File: src/rtl/sm83_idu_seq_if.sv
// Request/result and dual output-bus bundle for the sequenced SM83 IDU.
interface sm83_idu_seq_if #(
    parameter int WIDTH = 16
);
    logic             start;
    logic [1:0]       op;
    logic [WIDTH-1:0] din;
    logic             bus_a_en;
    logic             bus_b_en;
    logic             busy;
    logic             done;
    logic [WIDTH-1:0] result;
    logic             carry;
    logic             zero;
    logic             bus_a_oe;
    logic [WIDTH-1:0] bus_a_y;
    logic             bus_b_oe;
    logic [WIDTH-1:0] bus_b_y;

    modport master (
        output start, op, din, bus_a_en, bus_b_en,
        input  busy, done, result, carry, zero,
        input  bus_a_oe, bus_a_y, bus_b_oe, bus_b_y
    );

    modport slave (
        input  start, op, din, bus_a_en, bus_b_en,
        output busy, done, result, carry, zero,
        output bus_a_oe, bus_a_y, bus_b_oe, bus_b_y
    );
endinterface

File: src/rtl/sm83_idu_seq.sv
// WIDTH-bit increment/decrement/pass unit sequenced as precharge/evaluate,
// with zero and carry/borrow flags and two independently enabled result buses.
module sm83_idu_seq #(
    parameter int WIDTH    = 16,
    parameter bit HOLD_BUS = 1'b1
) (
    input  logic           clk,
    input  logic           reset,
    sm83_idu_seq_if.slave  io
);
    typedef enum logic [1:0] {IDLE, PCH, EVAL, DONE} state_t;

    state_t           state_reg;
    logic [1:0]       op_reg;
    logic [WIDTH-1:0] din_reg;
    logic [WIDTH-1:0] eval_reg;
    logic [WIDTH-1:0] result_reg;
    logic             carry_reg;
    logic             zero_reg;
    logic             have_result_reg;

    logic [WIDTH-1:0] calc_next;
    logic             carry_next;
    logic [WIDTH-1:0] result_next;

    always_comb begin
        calc_next  = '0;
        carry_next = 1'b0;
        case (op_reg)
            2'b00:   calc_next = din_reg;
            2'b01:   {carry_next, calc_next} = {1'b0, din_reg} + {{WIDTH{1'b0}}, 1'b1};
            // Borrow shows up as the extra top bit going high only for 0 - 1.
            2'b10:   {carry_next, calc_next} = {1'b0, din_reg} - {{WIDTH{1'b0}}, 1'b1};
            default: calc_next = '0;
        endcase
    end

    // The precharged node gates the evaluation, mirroring the dynamic cell.
    assign result_next = calc_next & eval_reg;

    always_ff @(posedge clk or posedge reset) begin
        if (reset) begin
            state_reg       <= IDLE;
            op_reg          <= 2'b00;
            din_reg         <= '0;
            eval_reg        <= '0;
            result_reg      <= '0;
            carry_reg       <= 1'b0;
            zero_reg        <= 1'b0;
            have_result_reg <= 1'b0;
        end else begin
            case (state_reg)
                IDLE, DONE: begin
                    if (io.start) begin
                        op_reg    <= io.op;
                        din_reg   <= io.din;
                        state_reg <= PCH;
                    end else begin
                        state_reg <= IDLE;
                    end
                end
                PCH: begin
                    eval_reg  <= '1;
                    state_reg <= EVAL;
                end
                EVAL: begin
                    result_reg      <= result_next;
                    carry_reg       <= carry_next;
                    zero_reg        <= (result_next == '0);
                    have_result_reg <= 1'b1;
                    state_reg       <= DONE;
                end
                default: state_reg <= IDLE;
            endcase
        end
    end

    assign io.busy   = (state_reg == PCH) || (state_reg == EVAL);
    assign io.done   = (state_reg == DONE);
    assign io.result = result_reg;
    assign io.carry  = carry_reg;
    assign io.zero   = zero_reg;

    logic drive_window;

    generate
        if (HOLD_BUS) begin : g_hold
            assign drive_window = ((state_reg == DONE) || (state_reg == IDLE)) && have_result_reg;
        end else begin : g_pulse
            assign drive_window = (state_reg == DONE);
        end
    endgenerate

    logic [1:0]       bus_en;
    logic [1:0]       bus_oe;
    logic [WIDTH-1:0] bus_y [2];

    assign bus_en = {io.bus_b_en, io.bus_a_en};

    generate
        for (genvar gi = 0; gi < 2; gi++) begin : g_bus
            assign bus_oe[gi] = bus_en[gi] & drive_window;
            assign bus_y[gi]  = bus_oe[gi] ? result_reg : '0;
        end
    endgenerate

    assign io.bus_a_oe = bus_oe[0];
    assign io.bus_a_y  = bus_y[0];
    assign io.bus_b_oe = bus_oe[1];
    assign io.bus_b_y  = bus_y[1];
endmodule

File: src/flat_wrapper.sv
// flat-port wrapper written by rule: the top's interface ports become plain ports
module sm83_idu_seq_flat 
#(
    parameter int WIDTH    = 16,
    parameter bit HOLD_BUS = 1'b1
)
  (clk, reset, io_start, io_op, io_din, io_bus_a_en, io_bus_b_en, io_busy, io_done, io_result, io_carry, io_zero, io_bus_a_oe, io_bus_a_y, io_bus_b_oe, io_bus_b_y);
  sm83_idu_seq_if #(.WIDTH(WIDTH)) io_i ();
  input  logic clk;
  input  logic reset;
  input wire logic [$bits(io_i.start)-1:0] io_start;
  input wire logic [$bits(io_i.op)-1:0] io_op;
  input wire logic [$bits(io_i.din)-1:0] io_din;
  input wire logic [$bits(io_i.bus_a_en)-1:0] io_bus_a_en;
  input wire logic [$bits(io_i.bus_b_en)-1:0] io_bus_b_en;
  output wire logic [$bits(io_i.busy)-1:0] io_busy;
  output wire logic [$bits(io_i.done)-1:0] io_done;
  output wire logic [$bits(io_i.result)-1:0] io_result;
  output wire logic [$bits(io_i.carry)-1:0] io_carry;
  output wire logic [$bits(io_i.zero)-1:0] io_zero;
  output wire logic [$bits(io_i.bus_a_oe)-1:0] io_bus_a_oe;
  output wire logic [$bits(io_i.bus_a_y)-1:0] io_bus_a_y;
  output wire logic [$bits(io_i.bus_b_oe)-1:0] io_bus_b_oe;
  output wire logic [$bits(io_i.bus_b_y)-1:0] io_bus_b_y;
  assign io_i.start = io_start;
  assign io_i.op = io_op;
  assign io_i.din = io_din;
  assign io_i.bus_a_en = io_bus_a_en;
  assign io_i.bus_b_en = io_bus_b_en;
  assign io_busy = io_i.busy;
  assign io_done = io_i.done;
  assign io_result = io_i.result;
  assign io_carry = io_i.carry;
  assign io_zero = io_i.zero;
  assign io_bus_a_oe = io_i.bus_a_oe;
  assign io_bus_a_y = io_i.bus_a_y;
  assign io_bus_b_oe = io_i.bus_b_oe;
  assign io_bus_b_y = io_i.bus_b_y;
  sm83_idu_seq #(.WIDTH(WIDTH), .HOLD_BUS(HOLD_BUS)) u_core (.clk(clk), .reset(reset), .io(io_i));
endmodule
File: config.mk
export PLATFORM = sky130hd
export DESIGN_NAME = sm83_idu_seq_flat
export DESIGN_NICKNAME = d
export VERILOG_FILES = /design/src/rtl/sm83_idu_seq_if.sv /design/src/rtl/sm83_idu_seq.sv /design/src/flat_wrapper.sv
export SDC_FILE = /design/constraint.sdc
export NUM_CORES = 1
export LEC_CHECK = 0
export CAP_MARGIN = 20
export CORE_UTILIZATION = 51
export DETAILED_ROUTE_END_ITERATION = 16
export HOLD_SLACK_MARGIN = 0.06
export MAX_ROUTING_LAYER = met4
export PLACE_DENSITY_LB_ADDON = 0.15
export SETUP_SLACK_MARGIN = 0.15
export SLEW_MARGIN = 0
export SYNTH_ARGS = -nofsm -noshare
export SYNTH_HDL_FRONTEND = slang
export SYNTH_SLANG_ARGS = --single-unit
File: constraint.sdc
create_clock -name clk -period 6.1 [get_ports clk]
set_input_delay 0.915 -clock clk [delete_from_list [all_inputs] [get_ports clk]]
set_output_delay 0.915 -clock clk [all_outputs]
set_load 0.02 [all_outputs]
# [Word-level counts from Yosys, hierarchy flattened]
# Index checks and enable logic that the tools add are counted.
[word_totals] output_inout_bits=54 elab_cells=32 reg_bits=40 inputBits=23
[classes] n_eq_ne=5 n_mux=6 reduce_logical=8 n_addsub=2 bitwise_logic=3
[ops] cell="16-bit case mux with 3 select lines" n=1
[ops] cell="16-bit 2-to-1 mux" n=2
[ops] cell="16-bit by 1-bit adder with 17-bit output (second input constant)" n=1
[ops] cell="16-bit by 1-bit subtractor with 17-bit output (second input constant)" n=1
[ops] cell="16-bit AND" n=1
[ops] cell="16-bit zero test" n=1
[ops] cell="2-bit equality test (second input constant)" n=3
[ops] cell="2-bit case mux with 3 select lines" n=1
[ops] cell="2-bit by 1-bit equality test with 1-bit output (second input constant)" n=2
[ops] cell="2-bit zero test" n=2
[ops] cell="1-bit AND" n=2
[ops] cell="1-bit logical OR" n=2
[ops] cell="1-bit case mux with 2 select lines" n=1
[ops] cell="2-bit AND reduction" n=1
[ops] cell="2-bit OR reduction" n=1
[ops] cell="1-bit logical AND" n=1
[ops] cell="1-bit 2-to-1 mux" n=1

# [Longest topological paths before layout]
[depth] ltp_word=5 depth_mapped=11 ltp_nobuf=9

# [Worst setup path after synthesis]
# No wires, ideal clock.
[synth_path] kind="input to output" startpoint="input port io_bus_a_en" endpoint="output port io_bus_a_y[10]" stages=4 required_ps=5185 n_path_buf=2 slack_ps=3322 arrival_time_ps=1863 cell_sequence="and3_1 -> clkbuf_1 -> clkbuf_1 -> and2_1"
[synth_via] elab_chain_len=2
[synth_rtl] item="start: declaration" line="flat_wrapper.sv:14" source="input wire logic [$bits(io_i.bus_a_en)-1:0] io_bus_a_en;"
[synth_rtl] item="1-bit AND" line="sm83_idu_seq.sv:102" source="assign bus_oe[gi] = bus_en[gi] & drive_window;"
[synth_rtl] item="net io_bus_a_oe" line="flat_wrapper.sv:21" source="output wire logic [$bits(io_i.bus_a_oe)-1:0] io_bus_a_oe;"
[synth_rtl] item="16-bit 2-to-1 mux" line="sm83_idu_seq.sv:103" source="assign bus_y[gi] = bus_oe[gi] ? result_reg : '0;"
[synth_rtl] item="end: declaration" line="flat_wrapper.sv:22" source="output wire logic [$bits(io_i.bus_a_y)-1:0] io_bus_a_y;"
# The timed path passes the listed nets, and every way through them passes these cells.

# [Worst setup path after layout]
[layout_path] startpoint="input port io_bus_a_en" endpoint="output port io_bus_a_y[9]"
[layout_via] elab_chain_len=2
[layout_rtl] item="1-bit AND" line="sm83_idu_seq.sv:102"
[layout_rtl] item="16-bit 2-to-1 mux" line="sm83_idu_seq.sv:103"
# No other way between the ends.

==> flow_metrics.tcl <==
set metrics [dict create \
    synth_edf_count 0 \
    placed_cells 433 \
    drt_iter0_markers 151 \
    cts_buffers 5 \
    setup_viol 0 \
    ioPinCount 77 \
    yosys_warnings 0 \
    crit_buf_inv 2 \
    ir_drop_mv 0.322 \
    cts-root-buf "clkbuf_8" \
    status "complete, no violations" \
    grt_start_max_net_pins 41 \
    cp_data_required_time_ps 5180 \
    power_density_nw_per_um2 554 \
    antenna_cells 0 \
    slew_viol_final 0 \
    cp-end-kind "output pin" \
    cap_violations 0 \
    cts_resized 0 \
    tns_ps 0 \
    dieWidth_um 77.3 \
    layout-drive-gt1-share_pct 14.6 \
    cts_buffer_depth 2 \
    fill_cells 474 \
    dr.pass1.iters 5 \
    postCtsHoldBufs 0 \
    fin_crit_ps 3490 \
    postSynthCellCount 311 \
    num_vias 2651 \
    grt_overflow 0 \
    critical_path_arrival_ps 2580 \
    worstSetupEndpoint "io_bus_a_y[9]" \
    regArea_um2 1000 \
    ant_nets 0 \
    worstReg2RegEnd "u_core.io.zero$_DFFE_PP0P_" \
    wl_per_cell_um 16.4 \
    grt_antenna_before_repair 0 \
    seq_area_frac_synth_pct 34.6 \
    fmax_ghz 0.286 \
    cts.sinks 40 \
    vias_per_cell 6.01 \
    ctsHtreeMaxLevel 2 \
    path_class "in -> out" \
    crit_chain "clkdlybuf4s50_1 -> and3_1 -> and2_1 -> clkdlybuf4s50_1" \
    cp.depth 4 \
    grtUsageTotal_pct 26.1 \
    worst_path_largest_cell_delay_ps 610 \
    r2r_slack_ps 3080 \
    worstReg2RegStart "u_core.din_reg[0]$_DFFE_PP0P_" \
    dp_hpwl_um 5270 \
    hold_violations 0 \
    die_y_um 77.3 \
    setup.worst_path.start "io_bus_a_en" \
    relSlewSlack_pct 43.2 \
    globalplace.congestion 0.920 \
    multi_input_area_um2 1660 \
    worst_pin_slew_ps 852 \
    worst_r2r_path_depth 9 \
    yosys-top-cells-count "dfrtp_1, and2_1, mux2_2" \
    grt_pass1_vias 2396 \
    post_cts.repair.setup_buffers 0 \
    synth_top_cell_by_area "dfrtp_1" \
    io_buffer_count 76 \
    ys_seq_elements 40 \
    layout.nets 400 \
    startpoint_type "input pin" \
    initial_core_util_pct 52.9 \
    synthTopCellsByArea "dfrtp_1, mux2_2, and2_1" \
    synth.net_count 343 \
    synth_top_area_share_pct 34.6 \
    syn_avg_cell_area_um2 9.31 \
    crit_path_frequent_cell "clkdlybuf4s50_1" \
    synth_most_common_cell "dfrtp_1" \
    drc 0 \
    fin_skew_ps 3.63 \
    cts_tree "yes" \
    crit_fanout 17 \
    hold_ws_ps 495 \
    path_delay_family "buffers and inverters" \
    syn2layout_area_growth_pct 27.9 \
    rsz0062_at_grt "false" \
    core_area_um2 5470 \
    routed_wl_um 7220 \
    hold_class "reg -> reg" \
    syn-cell-area_um2 2900 \
    period_share_pct 57.3 \
    grt_first_pass_wirelength_um 12000 \
    ys_types 64 \
    synth_flop_cell "dfrtp_1" \
    async_reset_ff_share_pct 100 \
    instances_no_fill 441 \
    clk_latency_ps 300 \
    die_area_um2 5980 \
    crit_slowest_cell "clkdlybuf4s50_1" \
    leakagePower_nw 1.46 \
    num_rows 27 \
    clkTransAtPathRegs_ps 80 \
]
worst register-to-register path: stages (launching register included):
cell	delay, ps
dfrtp_1	500
inv_1	100
ha_1	250
nor4b_2	670
mux2_2	410
a22oi_1	150
a21oi_1	110
nor4_1	260
nand4_1	160
o41ai_2	290
report_power, final:
group / leakage, nW / internal [mW] / total (mW) / switching, mW
registers: 0.485 / 0.381 / 0.575 / 0.194
clock network: 0.0645 / 0.144 / 0.241 / 0.0963
logic: 0.911 / 0.572 / 1.24 / 0.664
through the flow:
| stage | setup WS (ps) | cell area [um^2] | util (%) | total power [mW] |
|---|---|---|---|---|
| after floorplan | 3320 | 2900 | - | 1.44 |
| after global placement | 2580 | 3580 | 65.4 | 1.77 |
| after detailed placement | 2570 | 3580 | 65.4 | 1.81 |
| after CTS | 2560 | 3700 | 67.7 | 2.05 |
| after global routing | 2450 | 3700 | 67.7 | 2.20 |
| final | 2610 | 3700 | 67.7 | 2.05 |
worst min-delay path by stage:
stage,from,endpoint,slack (ps),cells past startpoint
after floorplan,u_core.have_result_reg$_DFFE_PP0P_,u_core.have_result_reg$_DFFE_PP0P_,440,1
after global placement,u_core.io.zero$_DFFE_PP0P_,u_core.io.zero$_DFFE_PP0P_,470,2
after detailed placement,u_core.have_result_reg$_DFFE_PP0P_,u_core.have_result_reg$_DFFE_PP0P_,470,1
after CTS,u_core.have_result_reg$_DFFE_PP0P_,u_core.have_result_reg$_DFFE_PP0P_,500,1
after global routing,u_core.have_result_reg$_DFFE_PP0P_,u_core.have_result_reg$_DFFE_PP0P_,510,1
final,u_core.have_result_reg$_DFFE_PP0P_,u_core.have_result_reg$_DFFE_PP0P_,500,1
cell families after synthesis:
| kind of cell | Yosys count | share of synthesized area, % |
|---|---|---|
| xor gates and xnor gates | 3 | 0.908 |
| buffers and inverters | 42 | 8.04 |
| AOI/OAI and AO/OA | 59 | 15.2 |
| and+or+nand+nor | 125 | 24.7 |
| muxes | 33 | 12.7 |
| adders and majority gates | 9 | 3.89 |
| DFF | 40 | 34.6 |
layer usage:
| layer | track usage, % | part of all wire (%) |
|---|---|---|
| met1 | 34.5 | 44 |
| met5 | - | 0 |
| met3 | 5.06 | 8.2 |
| met2 | 40.1 | 46 |
| met4 | 9.25 | 1.6 |
layout make-up:
type	instances	area share [%]
inverter	15	1.52
clock buffer	7	2.60
timing repair buffer	77	20.7
multi-input combinational	229	44.9
sequential	40	27.0
clock inverter	1	0.811
tap	72	2.43
layout by cell type (no fill, tap or decap), types with 6 or more instances in the layout:
cell type and count:
nand3_1 10, a21oi_1 6, nand4_1 8, clkbuf_8 7, nand2_1 24, a31oi_1 7, nor3_1 8, nor2_1 10
mux2_2 30, ha_1 9, clkdlybuf4s50_1 76, dfrtp_1 40, nor4_1 7, inv_1 13, o21ai_0 11, and2_1 32
No activity file was read; power rests on OpenSTA's default activity.
